$ cat src/rtl/fetch_unit.sv
// Fetch stage: owns the architectural PC, issues one instruction-memory request at a
// time over req/ack, and presents the fetched instruction to the fetch/decode register.
module fetch_unit #(
  parameter int                    DATA_WIDTH   = 64,
  parameter int                    INSTR_WIDTH  = 32,
  parameter logic [DATA_WIDTH-1:0] RESET_VECTOR = 64'h0
) (
  input  logic                   i_clk,
  input  logic                   i_arst,
  input  logic                   i_stall_fetch,
  input  logic                   i_redirect,
  input  logic [DATA_WIDTH-1:0]  i_redirect_pc,
  output logic                   o_imem_req,
  output logic [DATA_WIDTH-1:0]  o_imem_addr,
  input  logic                   i_imem_ack,
  input  logic [INSTR_WIDTH-1:0] i_imem_rdata,
  output logic [INSTR_WIDTH-1:0] o_instr,
  output logic [DATA_WIDTH-1:0]  o_pc,
  output logic [DATA_WIDTH-1:0]  o_pc_plus4,
  output logic                   o_instr_valid,
  output logic                   o_fetch_busy
);

  typedef enum logic [1:0] {
    S_IDLE,
    S_REQ,
    S_DROP,
    S_VALID
  } state_t;

  state_t                  state, state_n;
  logic [DATA_WIDTH-1:0]   pc_q, pc_n;
  logic [DATA_WIDTH-1:0]   addr_q, addr_n;
  logic [INSTR_WIDTH-1:0]  instr_q, instr_n;
  logic [DATA_WIDTH-1:0]   opc_q, opc_n;
  logic [DATA_WIDTH-1:0]   opc4_q, opc4_n;
  logic                    valid_q, valid_n;
  logic [DATA_WIDTH-1:0]   target;

  // Instruction fetches are word aligned; low two bits of the target are dropped.
  assign target = i_redirect_pc & ~DATA_WIDTH'(3);

  // NOTE: all sequential state uses non-blocking assignments so every flop samples
  // the pre-edge values computed by the combinational block.
  always_ff @(posedge i_clk or posedge i_arst) begin
    if (i_arst) begin
      state   <= S_IDLE;
      pc_q    <= RESET_VECTOR;
      addr_q  <= RESET_VECTOR;
      instr_q <= '0;
      opc_q   <= '0;
      opc4_q  <= '0;
      valid_q <= 1'b0;
    end else begin
      state   <= state_n;
      pc_q    <= pc_n;
      addr_q  <= addr_n;
      instr_q <= instr_n;
      opc_q   <= opc_n;
      opc4_q  <= opc4_n;
      valid_q <= valid_n;
    end
  end

  // NOTE: every variable gets a hold default first, so no path can infer a latch.
  always_comb begin
    state_n = state;
    pc_n    = pc_q;
    addr_n  = addr_q;
    instr_n = instr_q;
    opc_n   = opc_q;
    opc4_n  = opc4_q;
    valid_n = valid_q;

    unique case (state)
      S_IDLE: begin
        state_n = S_REQ;
        if (i_redirect) begin
          pc_n   = target;
          addr_n = target;
        end else begin
          addr_n = pc_q;
        end
      end

      S_REQ: begin
        if (i_redirect && i_imem_ack) begin
          // The in-flight response has landed; reissue straight at the target.
          pc_n   = target;
          addr_n = target;
        end else if (i_redirect) begin
          pc_n    = target;
          state_n = S_DROP;
        end else if (i_imem_ack) begin
          instr_n = i_imem_rdata;
          opc_n   = addr_q;
          opc4_n  = addr_q + DATA_WIDTH'(4);
          valid_n = 1'b1;
          pc_n    = addr_q + DATA_WIDTH'(4);
          state_n = S_VALID;
        end
      end

      S_DROP: begin
        if (i_redirect) pc_n = target;
        if (i_imem_ack) begin
          addr_n  = i_redirect ? target : pc_q;
          state_n = S_REQ;
        end
      end

      S_VALID: begin
        if (i_redirect) begin
          valid_n = 1'b0;
          pc_n    = target;
          addr_n  = target;
          state_n = S_REQ;
        end else if (!i_stall_fetch) begin
          valid_n = 1'b0;
          addr_n  = pc_q;
          state_n = S_REQ;
        end
      end

      default: state_n = S_IDLE;
    endcase
  end

  assign o_imem_req    = (state == S_REQ) || (state == S_DROP);
  assign o_imem_addr   = addr_q;
  assign o_instr       = instr_q;
  assign o_pc          = opc_q;
  assign o_pc_plus4    = opc4_q;
  assign o_instr_valid = valid_q;
  assign o_fetch_busy  = ~valid_q;

endmodule
$ cat config.mk
export PLATFORM = sky130hd
export DESIGN_NAME = fetch_unit
export DESIGN_NICKNAME = d
export VERILOG_FILES = /design/src/rtl/fetch_unit.sv
export SDC_FILE = /design/constraint.sdc
export NUM_CORES = 1
export LEC_CHECK = 0
export ABC_AREA = 1
export BUFFER_PORTS_ARGS = -buffer_cell sky130_fd_sc_hd__buf_2
export CORE_ASPECT_RATIO = 1.5
export CORE_MARGIN = 5
export CORE_UTILIZATION = 25
export CTS_BUF_LIST = sky130_fd_sc_hd__clkbuf_4 sky130_fd_sc_hd__clkbuf_8 sky130_fd_sc_hd__clkbuf_16
export DETAILED_ROUTE_END_ITERATION = 6
export PLACE_DENSITY = 0.52
export SLEW_MARGIN = 20
export SYNTH_ARGS = -nofsm -noshare
export SYNTH_HDL_FRONTEND = slang
export SYNTH_SLANG_ARGS = --single-unit
$ cat constraint.sdc
create_clock -name i_clk -period 10.6 [get_ports i_clk]
set_clock_uncertainty 0.2 [all_clocks]
set_input_delay 0.53 -clock i_clk [delete_from_list [all_inputs] [get_ports i_clk]]
set_output_delay 0.53 -clock i_clk [all_outputs]
set_load 0.01 [all_outputs]
Word level (Yosys, flattened, before mapping). Cells that the tools add are included.

Register bits after elaboration: 291. Input port bits: 101. Output and inout bits: 227. Logic and storage cells: 54.

$add $sub $neg: 1. Equality and inequality tests: 11. Mux-type cells: 23. Bitwise gates (word level): 3. Reductions and logical operators: 9.

Operators by type and width (number): $mux W64 (8); $pmux W64 S4 (1); $pmux W64 S2 (1); $add A64 B3 Y64 const B (1); $mux W2 (6); $ne A2 B2 Y1 const B (5); $pmux W2 S4 (1); $reduce_and A4 Y1 (2); $ne A3 B3 Y1 const B (2); $mux W1 (5); $reduce_and A5 Y1 (1); $eq A2 B2 Y1 const B (2); $ne A4 B4 Y1 const B (1); $not A1 Y1 (3); $reduce_and A3 Y1 (1); $reduce_or A3 Y1 (1); $eq A2 B1 Y1 const B (1); $logic_not A2 Y1 (1); $pmux W1 S2 (1); $reduce_bool A2 Y1 (1); $logic_and A1 B1 Y1 (1); $logic_or A1 B1 Y1 (1).

Logic depth before layout (Yosys ltp).
Depth after elaboration: 5. Depth in mapped cells: 11. Mapped depth without buffers: 11.

Least setup slack after synthesis. OpenSTA, ideal clock, no wires.

Kind: reg2reg. Start: register addr_q[2], in the netlist o_imem_addr[2]. End: register pc_q[24]. Library setup time: 87 ps. Data arrival time: 1633 ps. Slack: 8680 ps. Cell stages (with the launch flop): 10. Buffers on the path: 0. Period minus slack after synthesis: 1920 ps. Cell sequence: dfrtp_1 > ha_1 > nand2_1 > nor2_2 > nand2_1 > nor2_4 > nand2_1 > xor2_1 > nand2_1 > a22oi_1.

Longest elaborated chain between the ends: 5.

RTL lines: from (decl) (line 33) `logic [DATA_WIDTH-1:0] addr_q, addr_n;`; from (signal assigned) (line 57) `addr_q <= addr_n;`; $add A64 B3 Y64 (line 99) `pc_n = addr_q + DATA_WIDTH'(4);`; $mux W64 (line 94) `end else if (i_imem_ack) begin`; $mux W64 (line 91) `end else if (i_redirect) begin`; $mux W64 (line 87) `if (i_redirect && i_imem_ack) begin`; $pmux W64 S2 (line 75) `unique case (state)`; to (signal assigned) (line 56) `pc_q <= pc_n;`; to (decl) (line 32) `logic [DATA_WIDTH-1:0] pc_q, pc_n;`.

Every way passes these cells. The select of a mux whose other input is x is not followed. A chain may end at the register's enable or synchronous reset.

Final worst setup path.
Start: register state[1]. End: register opc4_q[2], in the netlist o_pc_plus4[2].

Longest elaborated chain between the ends: 2.

RTL lines: from (decl) (line 31) `state_t state, state_n;`; from (signal assigned) (line 55) `state <= state_n;`; $eq A2 B1 Y1 (line 75); $reduce_and A4 Y1 (no line); to (signal assigned) (line 60) `opc4_q <= opc4_n;`; to (decl) (line 36) `logic [DATA_WIDTH-1:0] opc4_q, opc4_n;`.

Every way passes these cells.

==> load_flow_metrics.sql <==
INSERT INTO impl_metrics (metric_group, metric, value, unit) VALUES
('cells_and_area', 'area_growth', '25.8', '%'),
('timing', 'period_needed', '3.47', 'ns'),
('die', 'die_h', '302', 'µm'),
('grt', 'grt_pass1_vias', '13800', ''),
('die', 'design.die.area', '61900', 'µm²'),
('cells_and_area', 'num-nets-final', '2271', ''),
('yosys', 'async_flop_share', '1.00', ''),
('cells_and_area', 'layout-drive-gt1-share', '0.200', ''),
('die', 'die_width', '205', 'µm'),
('routing', 'antenna_violating_nets_post_route', '0', ''),
('placed_design', 'dpl.cell_count', '2863', ''),
('cts', 'cts_hold_repair.buffers', '33', ''),
('worst_setup_path', 'cpMaxStageDelayCell', 'nor2_4', ''),
('grt', 'overflow', '0', ''),
('cts', 'tritoncts', 'done', ''),
('yosys', 'yosys_register_bits', '289', ''),
('placed_design', 'gp_congestion', '0.883', ''),
('routing', 'routed_via_density', '4.65', ''),
('routing', 'drtIter0Drc', '890', ''),
('min_path', 'timing.hold.worst_path_depth', '5', ''),
('worst_setup_path', 'end_kind', 'register', ''),
('yosys', 'synth_cells', '1854', ''),
('placed_design', 'placedInstanceArea', '16500', 'µm²'),
('run', 'max_cap_violations', '0', ''),
('yosys', 'net_count_after_synthesis', '1959', ''),
('routing', 'route.vias.total', '13800', ''),
('yosys', 'yosysUniqueCellTypes', '36', ''),
('die', 'floorplan_core_area', '56600', 'µm²'),
('placed_design', 'detailedPlace.worstSlack', '6.24', 'ns'),
('yosys', 'synth_enable_flop_cells', '0', ''),
('timing', 'hold_ws', '0.0417', 'ns'),
('cts', 'clk_pin_slew', '0.07', 'ns'),
('cts', 'worstSkewPairLatency', '0.60', 'ns'),
('timing', 'finalMaxSlewViolations', '0', ''),
('cts', 'cts_buffers', '31', ''),
('placed_design', 'numPortBuffers', '325', ''),
('placed_design', 'dp.final_hpwl', '42100', 'µm'),
('die', 'floorplan.initialDensity', '0.251', ''),
('grt', 'grt_antenna_before_repair', '8', ''),
('worst_setup_path', 'timing.critical_path.arrival', '3.71', 'ns'),
('cts', 'clock_sinks', '289', ''),
('die', 'fp-row-count', '107', ''),
('yosys', 'synthesis.area', '14200', 'µm²'),
('timing', 'worst_slew_margin_rel', '0.315', ''),
('cells_and_area', 'finalCoreUtilization', '0.316', ''),
('timing', 'worstMarginPinSlew', '1.03', 'ns'),
('timing', 'hold_viol_final', '0', ''),
('grt', 'grt_first_pass_wirelength', '86200', 'µm'),
('cts', 'cts_setup_buffers', '0', ''),
('timing', 'fmax', '288', 'MHz'),
('timing', 'post-route-worst-setup-slack', '7.13', 'ns'),
('routing', 'route.detailed.drc', '0', ''),
('worst_setup_path', 'path_cells', 'inv_1 > ha_1 > nand2_1 > nor2_4 > inv_6 > buf_6 > nand2_1 > o21ai_0', ''),
('grt', 'globalRouteTotalUtil', '0.183', ''),
('cts', 'ctsResizeCount', '0', ''),
('power_and_ir_drop', 'leakage_power_summed_over_all_cells', '9.02', 'nW'),
('power_and_ir_drop', 'ir_worst_vdd', '0.139', 'mV'),
('routing', 'drt_wirelength', '58600', 'µm'),
('timing', 'final.setup.tns', '0', 'ns'),
('routing', 'drt_first_pass_iters', '5', ''),
('yosys', 'yosysWarningCount', '0', ''),
('worst_setup_path', 'start_kind', 'register', ''),
('power_and_ir_drop', 'p_total', '5.43', 'mW'),
('status', 'status', 'finished clean', ''),
('cells_and_area', 'finalInstanceArea', '17900', 'µm²'),
('yosys', 'synth_area_per_cell', '7.68', 'µm²'),
('routing', 'wl_per_cell', '19.8', 'µm'),
('worst_setup_path', 'r2r_cells', '8', ''),
('grt', 'grt_max_degree', '114', ''),
('worst_setup_path', 'crit_required', '10.84', 'ns'),
('worst_setup_path', 'critPathMaxFanout', '113', '');
==> kinds of logic after synthesis <==
| group | share of synthesized area |
|---|---|
| adders and majority gates | 0.00352 |
| and+or+nand+nor | 0.296 |
| buffers and inverters | 0.0559 |
| AOI/OAI and AO/OA | 0.118 |
| DFF | 0.508 |
| xor gates and xnor gates | 0.0191 |
==> report_power, final <==
| part | leakage [nW] | switching [mW] | internal, mW |
|---|---|---|---|
| registers | 3.59 | 0.469 | 1.63 |
| clock network | 0.505 | 0.495 | 0.640 |
| logic | 4.92 | 1.44 | 0.752 |
| total | 9.02 | 2.41 | 3.03 |
==> sequential cells by signal, indices dropped and copies added (netlist names) <==
signal and count:
o_imem_addr 64, o_instr 32, o_instr_valid 1, o_pc 64, o_pc_plus4 62, pc_q 64, state 2
==> final timing paths <==
check / from / to / slack (ns)
worst max-delay path: state[1] / o_pc_plus4[2] / 7.13
worst min-delay path: i_redirect_pc[47] / o_imem_addr[47] / 0.04
worst max register to register: state[1] / o_pc_plus4[2] / 7.13
worst min register to register: o_instr[3] / o_instr[3] / 0.26
max in group asynchronous: i_arst / o_instr[20] / 7.52
min in group asynchronous: i_arst / o_pc_plus4[15] / 0.35
==> worst max-delay path: cells and delay by family, from the launching register on <==
kind / cells / cell delay (ns)
and+or+nand+nor: 3 / 1.15
buffers and inverters: 3 / 0.97
DFF: 1 / 0.40
adders and majority gates: 1 / 0.27
AOI/OAI and AO/OA: 1 / 0.11
==> area by class of cell <==
cell class / instances / area, µm²
Tap cell: 763 / 955
Clock buffer: 37 / 840
Sequential cell: 289 / 7230
Timing Repair Buffer: 371 / 2060
Multi-Input combinational cell: 1375 / 6230
Fill cell: 6089 / 38700
Antenna cell: 4 / 10.0
Clock inverter: 19 / 201
Inverter: 98 / 380
==> metal layers <==
metal,vias up,share of wire,global-route usage
met5,-,0.00034,0
met4,2,0.047,0.0840
met3,111,0.071,0.0391
met2,485,0.49,0.316
met1,6592,0.39,0.216
li1,6569,-,-
==> cell usage after synthesis, types with 8 or more instances <==
cell type / n / area, µm²
nand2_1: 818 / 3070
nor2_1: 158 / 593
nand4_1: 14 / 87.6
nand3_1: 36 / 180
o21ai_1: 40 / 200
buf_2: 42 / 210
a21oi_1: 50 / 250
a221oi_1: 48 / 420
a22oi_1: 12 / 90.1
dfrtp_1: 289 / 7230
nor2_2: 13 / 81.3
buf_4: 8 / 60.1
xor2_1: 30 / 263
a31oi_1: 11 / 68.8
inv_1: 91 / 342
clkbuf_1: 41 / 154
o21ai_0: 105 / 526
Power figures use the tool's default switching activity.
